`src/rtl/div_pkg.sv`:
```
// Shared encodings for the iterative RV32M divider.
// Op codes, FSM states, iteration count and a negate helper.
package div_pkg;

  localparam int DIV_W     = 32;
  localparam int DIV_ITERS = 32;

  localparam logic [1:0] OP_DIV  = 2'b00;
  localparam logic [1:0] OP_DIVU = 2'b01;
  localparam logic [1:0] OP_REM  = 2'b10;
  localparam logic [1:0] OP_REMU = 2'b11;

  typedef enum logic [1:0] {
    IDLE = 2'b00,
    RUN  = 2'b01,
    FIX  = 2'b10,
    DONE = 2'b11
  } div_state_e;

  function automatic logic [DIV_W-1:0] neg(
    input logic [DIV_W-1:0] x
  );
    return '0 - x;
  endfunction

endpackage

```
`src/rtl/div_unit_cla.sv`:
```
// 32-bit carry-lookahead adder: 4-bit lookahead groups,
// with the group carries chained by group generate/propagate.
module CL_adder_32 (
  input  logic [31:0] A,
  input  logic [31:0] B,
  input  logic        c_in,
  output logic [31:0] S,
  output logic        c_out
);

  always_comb begin
    logic [31:0] g;
    logic [31:0] p;
    logic [32:0] c;
    logic        gg;
    logic        gp;
    g    = A & B;
    p    = A ^ B;
    c    = '0;
    c[0] = c_in;
    for (int k = 0; k < 8; k++) begin
      for (int j = 0; j < 3; j++) begin
        c[4*k+j+1] = g[4*k+j] | (p[4*k+j] & c[4*k+j]);
      end
      gg = g[4*k+3]
         | (p[4*k+3] & g[4*k+2])
         | (p[4*k+3] & p[4*k+2] & g[4*k+1])
         | (p[4*k+3] & p[4*k+2] & p[4*k+1] & g[4*k]);
      gp = &p[4*k +: 4];
      c[4*k+4] = gg | (gp & c[4*k]);
    end
    S     = p ^ c[31:0];
    c_out = c[32];
  end

endmodule

```
`src/rtl/div_unit.sv`:
```
// Restoring divider for DIV/DIVU/REM/REMU, one quotient bit
// per cycle, with valid/ready on both request and result sides.
module div_unit
  import div_pkg::*;
#(
  parameter int XLEN = 32
) (
  input  logic            clk,
  input  logic            rst,
  input  logic            in_valid,
  output logic            in_ready,
  input  logic [1:0]      op,
  input  logic [XLEN-1:0] a,
  input  logic [XLEN-1:0] b,
  output logic            out_valid,
  input  logic            out_ready,
  output logic [XLEN-1:0] result
);

  div_state_e  state_q, state_d;
  logic [4:0]  cnt_q, cnt_d;
  logic [31:0] rem_q, rem_d;
  logic [31:0] dvd_q, dvd_d;
  logic [31:0] dsr_q, dsr_d;
  logic [31:0] res_q, res_d;
  logic        sel_rem_q, sel_rem_d;
  logic        neg_q, neg_d;

  logic        accept;
  logic        is_signed;
  logic        is_rem;
  logic        b_zero;
  logic        ovf;
  logic [31:0] a_abs;
  logic [31:0] b_abs;
  logic [31:0] t_lo;
  logic [31:0] sum;
  logic        c_out;
  logic        sub_ok;
  logic [31:0] fix_val;

  assign accept    = in_valid && in_ready;
  assign is_signed = (op == OP_DIV) || (op == OP_REM);
  assign is_rem    = (op == OP_REM) || (op == OP_REMU);
  assign b_zero    = (b == '0);
  assign ovf       = is_signed
                  && (a == 32'h8000_0000)
                  && (b == 32'hFFFF_FFFF);
  assign a_abs     = (is_signed && a[31]) ? neg(a) : a;
  assign b_abs     = (is_signed && b[31]) ? neg(b) : b;

  // Trial subtract of the shifted partial remainder;
  // bit 32 of t is rem_q[31], which forces success.
  assign t_lo   = {rem_q[30:0], dvd_q[31]};
  assign sub_ok = rem_q[31] | c_out;

  CL_adder_32 u_cla (
    .A    (t_lo),
    .B    (~dsr_q),
    .c_in (1'b1),
    .S    (sum),
    .c_out(c_out)
  );

  assign fix_val = sel_rem_q ? rem_q : dvd_q;

  always_ff @(posedge clk) begin
    if (rst) state_q <= IDLE;
    else     state_q <= state_d;
  end

  always_comb begin
    state_d = state_q;
    unique case (state_q)
      IDLE: if (accept) state_d = (b_zero || ovf) ? DONE : RUN;
      RUN:  if (cnt_q == 5'(DIV_ITERS - 1)) state_d = FIX;
      FIX:  state_d = DONE;
      DONE: if (out_ready) state_d = IDLE;
      default: state_d = IDLE;
    endcase
  end

  always_comb begin
    in_ready  = (state_q == IDLE) && !rst;
    out_valid = (state_q == DONE) && !rst;
    result    = res_q;
  end

  always_comb begin
    cnt_d     = cnt_q;
    rem_d     = rem_q;
    dvd_d     = dvd_q;
    dsr_d     = dsr_q;
    res_d     = res_q;
    sel_rem_d = sel_rem_q;
    neg_d     = neg_q;
    unique case (state_q)
      IDLE: if (accept) begin
        cnt_d     = '0;
        rem_d     = '0;
        dvd_d     = a_abs;
        dsr_d     = b_abs;
        sel_rem_d = is_rem;
        neg_d     = is_rem ? (is_signed & a[31])
                           : (is_signed & (a[31] ^ b[31]));
        if (b_zero)   res_d = is_rem ? a : 32'hFFFF_FFFF;
        else if (ovf) res_d = is_rem ? 32'h0 : 32'h8000_0000;
      end
      RUN: begin
        rem_d = sub_ok ? sum : t_lo;
        dvd_d = {dvd_q[30:0], sub_ok};
        cnt_d = cnt_q + 5'd1;
      end
      FIX:  res_d = neg_q ? neg(fix_val) : fix_val;
      DONE: ;
      default: ;
    endcase
  end

  always_ff @(posedge clk) begin
    if (rst) begin
      cnt_q     <= '0;
      rem_q     <= '0;
      dvd_q     <= '0;
      dsr_q     <= '0;
      res_q     <= '0;
      sel_rem_q <= 1'b0;
      neg_q     <= 1'b0;
    end else begin
      cnt_q     <= cnt_d;
      rem_q     <= rem_d;
      dvd_q     <= dvd_d;
      dsr_q     <= dsr_d;
      res_q     <= res_d;
      sel_rem_q <= sel_rem_d;
      neg_q     <= neg_d;
    end
  end

endmodule

```
`config.mk`:
```
export PLATFORM = sky130hd
export DESIGN_NAME = div_unit
export DESIGN_NICKNAME = d
export VERILOG_FILES = /design/src/rtl/div_pkg.sv /design/src/rtl/div_unit_cla.sv /design/src/rtl/div_unit.sv
export SDC_FILE = /design/constraint.sdc
export NUM_CORES = 1
export LEC_CHECK = 0
export ABC_AREA = 0
export CELL_PAD_IN_SITES_DETAIL_PLACEMENT = 2
export CELL_PAD_IN_SITES_GLOBAL_PLACEMENT = 2
export CORE_MARGIN = 1
export CORE_UTILIZATION = 37
export DETAILED_ROUTE_END_ITERATION = 7
export GPL_ROUTABILITY_DRIVEN = 0
export PLACE_DENSITY_LB_ADDON = 0.1
export SLEW_MARGIN = 20
export SYNTH_ARGS = -nofsm -noshare
export SYNTH_HDL_FRONTEND = slang
export SYNTH_SLANG_ARGS = --single-unit
```
`constraint.sdc`:
```
create_clock -name clk -period 6.04 [get_ports clk]
set_input_delay 0.906 -clock clk [delete_from_list [all_inputs] [get_ports clk]]
set_output_delay 0.906 -clock clk [all_outputs]
set_load 0.01 [all_outputs]
```
* After elaboration in Yosys (flattened, before gate mapping) *
Index checks and enable logic that the tools add are counted.

cells by class
  bitwise gates (word level) = 134
  $add $sub $neg = 4
  multiplexer cells = 23
  reductions and logical operators = 28
  equality and inequality tests = 12

operator list
  operator               count
  $mux 32                12
  $pmux 32 s2            3
  $sub 1x32->32 const A  3
  $and 1x1->1            72
  $eq 32x32->1 const B   2
  $xor 32x32->32         2
  $or 1x1->1             57
  $and 32x32->32         1
  $logic_not 32->1       1
  $not 32->32            1
  $reduce_and 4->1       8
  $pmux 5 s2             1
  $eq 2x2->1 const B     4
  $mux 2                 4
  $pmux 2 s4             1
  $logic_and 1x1->1      7
  $ne 2x2->1 const B     3
  $reduce_and 3->1       2
  $add 5x1->5 const B    1
  $eq 5x5->1 const B     1
  $mux 5                 1
  $logic_not 2->1        2
  $reduce_and 2->1       2
  $reduce_bool 2->1      2
  other kinds (6)        8

word-level totals
  register bits after elaboration = 137
  word-level logic and storage cells = 209

* Depth between registers and ports, before layout *
  depth in word-level cells = 28
  mapped depth = 17

* Modules after synthesis *
A second synthesis with hierarchy kept.

unflattened totals
  cell total of the unflattened synthesis = 1323
  area total of the unflattened synthesis = 10013.4 µm²

modules (own cells, without submodules)
  module       times used  cells an instance  area each (µm²)
  div_unit     1           1179               8624.5
  CL_adder_32  1           144                1388.8

* Least setup slack after synthesis *
No wires, ideal clock.

  path type = register to register
  from = register sel_rem_q
  to = register res_q[30], in the netlist result[30]
  slack = 2349 ps
  path buffers = 5
  stages on the path, launching flop included = 13
  library setup time = 88 ps
  clock period less this slack = 3691 ps
  data arrival time = 3603 ps
  path through = dfxtp_1 buf_2 buf_1 buf_1 buf_2 buf_2 mux2i_1 ha_1 o221ai_1 nor3_1 o2111ai_1 mux2_2 a311oi_2

on the way
  longest elaborated chain between the ends = 4

ends and longest elaborated chain
  what                      line             source
  start: declaration        div_unit.sv:26   logic sel_rem_q, sel_rem_d;
  start signal: assignment  div_unit.sv:135  sel_rem_q <= sel_rem_d;
  $mux 32 *                 div_unit.sv:65   assign fix_val = sel_rem_q ? rem_q : dvd_q;
  $sub 1x32->32             div_pkg.sv:23    return '0 - x;
  $mux 32 *                 div_unit.sv:114  FIX: res_d = neg_q ? neg(fix_val) : fix_val;
  $pmux 32 s2 *             div_unit.sv:97   unique case (state_q)
  end signal: assignment    div_unit.sv:134  res_q <= res_d;
  end: declaration          div_unit.sv:25   logic [31:0] res_q, res_d;

Mark *: on every way between the ends. The rest lies on a longest branch, timed or not.
A chain may end at the register's enable or synchronous reset.

* Final worst setup path *
  from = input port a[4]
  to = register res_q[20], in the netlist result[20]

on the way
  longest elaborated chain between the ends = 5

ends and longest elaborated chain
  what                        line            source
  start: declaration          div_unit.sv:13  input logic [XLEN-1:0] a,
  $eq 32x32->1                div_unit.sv:47  && (a == 32'h8000_0000)
  $logic_and 1x1->1           div_unit.sv:47
  $logic_and 1x1->1           div_unit.sv:48  && (b == 32'hFFFF_FFFF);
  $ne 3x3->1 (no line)        n/a
  $reduce_and 3->1 (no line)  n/a

No other way between the ends.

==> results.py <==
metrics = {
    "timing": {
        "min_period_ns": 4.36,
        "fin_skew_ns": 0.0135,
        "relSlewSlack_pct": 27.8,
        "fmax_ghz": 0.229,
        "final.period_utilization_pct": 72.2,
        "slew_viol_final": 0,
        "hold_viol": 0,
        "setup_viol": 0,
        "rsz0062_at_grt": "false",
        "worst_pin_slew_ns": 1.08,
        "whs_ns": 0.474,
        "setup_tns_ns": 0,
    },
    "clocking": {
        "cts_hold_buf": 0,
        "clockRootBuffer": "clkbuf_16",
        "cts_buffers": 17,
        "htreeDepth": 4,
        "insertion_delay_ns": 0.43,
        "cts_sinks": 137,
        "postCtsSetupRepairBufs": 0,
        "cts_resized": 0,
        "ctsLongestPathBuffers": 2,
        "cts_tree": "done",
        "clk_pin_slew_ns": 0.06,
    },
    "layout": {
        "final_layout_size_suffix_gt1_share_pct": 6.15,
        "nets": 1540,
        "multi_input_area_mm2": 0.00686,
        "fin_area_mm2": 0.0121,
        "n_fill_cell": 3108,
        "area_growth_pct": 18.5,
        "ff_latch_area_mm2": 0.00274,
        "final_cells": 1756,
        "n_antenna_cell": 0,
    },
    "die": {
        "start_util_pct": 37.9,
        "die_h_um": 168,
        "fp-row-count": 60,
        "die_area_mm2": 0.0284,
        "core-area_mm2": 0.0270,
        "floorplan.die.width_um": 168,
        "ios": 104,
    },
    "synthesis": {
        "syn_nets": 1481,
        "synthArstFlopShare_pct": 0,
        "synth_edf_count": 0,
        "syn_inst": 1344,
        "syn_area_per_cell_um2": 7.62,
        "synthFlopType": "dfxtp_1",
        "yosysSeqAreaShare_pct": 26.8,
        "ys_ff_latch": 137,
        "ys.warnings.count": 0,
        "yosysUniqueCellTypes": 63,
        "synth_area_mm2": 0.0102,
    },
    "placement": {
        "dp.cells": 1725,
        "placed_area_mm2": 0.0115,
        "numPortBuffers": 103,
        "post-dp-hpwl_um": 28400,
    },
    "power": {
        "p_sw_share_pct": 40.0,
        "power_w": 0.00366,
        "power_density_mw_per_mm2": 301,
        "power.internal_w": 0.00219,
        "seqPwrFrac_pct": 31.4,
        "clock_power_share_pct": 31.8,
        "power_switching_w": 0.00146,
        "p_leak_nw": 4.04,
        "p_comb_share_pct": 36.8,
        "irDropWorstVdd_mv": 0.224,
    },
    "grt": {
        "grt_pass1_wl_um": 62100,
        "grt_overflow": 0,
        "antenna_found_initial": 1,
        "grt_pass1_vias": 11000,
        "grt_max_degree": 66,
        "grt_usage_pct": 28.0,
    },
    "drt": {
        "firstDrtPassIters": 4,
        "wirelength_um": 38600,
        "wl_per_cell_um": 22.0,
        "dr_total_vias": 10400,
        "drc_errors": 0,
        "drt_iter0_markers": 568,
        "antenna_left": 0,
        "via_per_inst": 5.92,
    },
    "critical_path": {
        "critPathMaxFanout": 65,
        "required_ns": 6.37,
        "cp-start-kind": "input port",
        "cp.arrival_ns": 4.70,
        "worstSetupEndpointType": "flop",
        "path_class": "in2reg",
    },
    "worst_hold_path": {
        "hp-class": "reg2reg",
    },
    "run": {
        "cap_violations": 0,
    },
    "status": {
        "outcome": "completed",
    },
}
==> synth_stat cells (5+ instances only) <==
cell type,instances,area share [%]
ha_1,44,5.4
a31oi_1,15,0.92
a311oi_1,10,0.85
xnor2_1,55,4.7
or4_1,6,0.44
a21oi_1,88,4.3
inv_1,79,2.9
nand2_1,173,6.3
a311oi_2,10,1.5
and3_1,6,0.37
nor3_1,47,2.3
buf_2,7,0.34
o31ai_1,17,1.2
nand2b_1,9,0.55
o211ai_1,54,4.0
clkbuf_1,64,2.3
fa_1,23,4.5
dfxtp_1,137,27
a21o_1,5,0.37
nor2_1,126,4.6
nand3_1,39,1.9
or3_1,8,0.49
nor2b_1,8,0.49
o21ai_0,113,5.5
nor4_1,12,0.73
a211oi_1,15,1.1
mux2i_1,37,3.6
nand4_1,10,0.61
xor2_1,36,3.1
nor3b_1,10,0.73
a211oi_2,7,0.85
and4_1,7,0.60
==> path summary, 6_finish.rpt <==
kind | startpoint | end | slack, ns | cells past startpoint
max reg2reg | dvd_q[31] | rem_q[22] | 1.85 | 15
min | dsr_q[19] | dsr_q[19] | 0.47 | 2
min reg2reg | dsr_q[19] | dsr_q[19] | 0.47 | 2
max | a[4] | result[20] | 1.68 | 8
==> kinds of logic after synthesis <==
| group | count (synthesis) | share of synthesized area (%) |
|---|---|---|
| fa+ha+maj | 67 | 9.87 |
| mux | 40 | 3.94 |
| xor+xnor | 91 | 7.78 |
| buf+inv | 162 | 6.39 |
| flops | 137 | 26.8 |
| simple gates | 476 | 21.5 |
| compound gates | 371 | 23.7 |
==> power by group through the flow <==
stage          Combinational [W]  Sequential [W]  Clock (W)
6_report                 0.00135         0.00115    0.00116
5_1_grt                  0.00148         0.00116    0.00121
4_1_cts                  0.00135         0.00115    0.00117
3_5_place_dp             0.00132         0.00116          0
3_3_place_gp             0.00127         0.00116          0
2_1_floorplan           0.000883         0.00110          0
==> flip-flops by register name, summed over array words and instances (netlist names) <==
signal	count
neg_q	1
dvd_q	32
cnt_q	5
state_q	2
sel_rem_q	1
result	32
rem_q	32
dsr_q	32
==> critical path, stage by stage <==
cell	delay, ns
clkdlybuf4s50_1	0.49
nor4_2	0.72
nand3_1	0.35
nor4_1	0.86
a22o_1	0.30
a22o_4	0.62
nor2_1	0.14
a311oi_2	0.28
==> per-stage QoR <==
| stage | util (%) | setup WS, ns |
|---|---|---|
| after floorplan | - | 2.35 |
| after global placement | 42.6 | 1.38 |
| after detailed placement | 42.6 | 1.30 |
| after CTS | 44.9 | 1.73 |
| after global routing | 44.9 | 1.40 |
| final | 44.9 | 1.68 |
==> area by class of cell <==
class                      count  area share [%]
multi-input combinational   1045            56.5
tap                          341            3.52
sequential                   137            22.6
timing repair buffer         122            9.65
inverter                      80            2.47
clock inverter                13            1.60
clock buffer                  18            3.62
==> cell usage in the layout (no fill, tap or decap), drive strengths merged, types with 4 or more instances in the layout <==
master	synthesis	layout
o31ai	17	17
nor3b	10	10
nor4	14	14
clkbuf	64	18
and4	7	7
inv	79	82
bufinv	0	4
dfxtp	137	137
buf	18	20
o221ai	4	4
o41ai	4	4
o211ai	54	54
xnor2	55	55
a21oi	88	88
a211oi	22	22
nand2	174	174
mux2i	37	37
a41oi	4	4
nor3	47	47
a31oi	15	15
fa	23	23
and3	6	6
nor2	127	127
nor2b	8	8
clkdlybuf4s50	0	102
nand3	39	39
clkinvlp	0	4
nand2b	9	9
o21ai	113	113
o22ai	4	4
or4	7	7
a21o	5	5
xor2	36	36
nand4	10	10
ha	44	44
or3	8	8
a311oi	20	20
==> per-layer routing <==
| metal | global-route usage (%) | part of all wire (%) |
|---|---|---|
| met1 | 37.1 | 47 |
| met2 | 47.7 | 48 |
| met3 | 3.27 | 3.3 |
| met4 | 8.18 | 1.8 |
| met5 | 0 | 0 |
No activity file was read; power rests on OpenSTA's default activity.
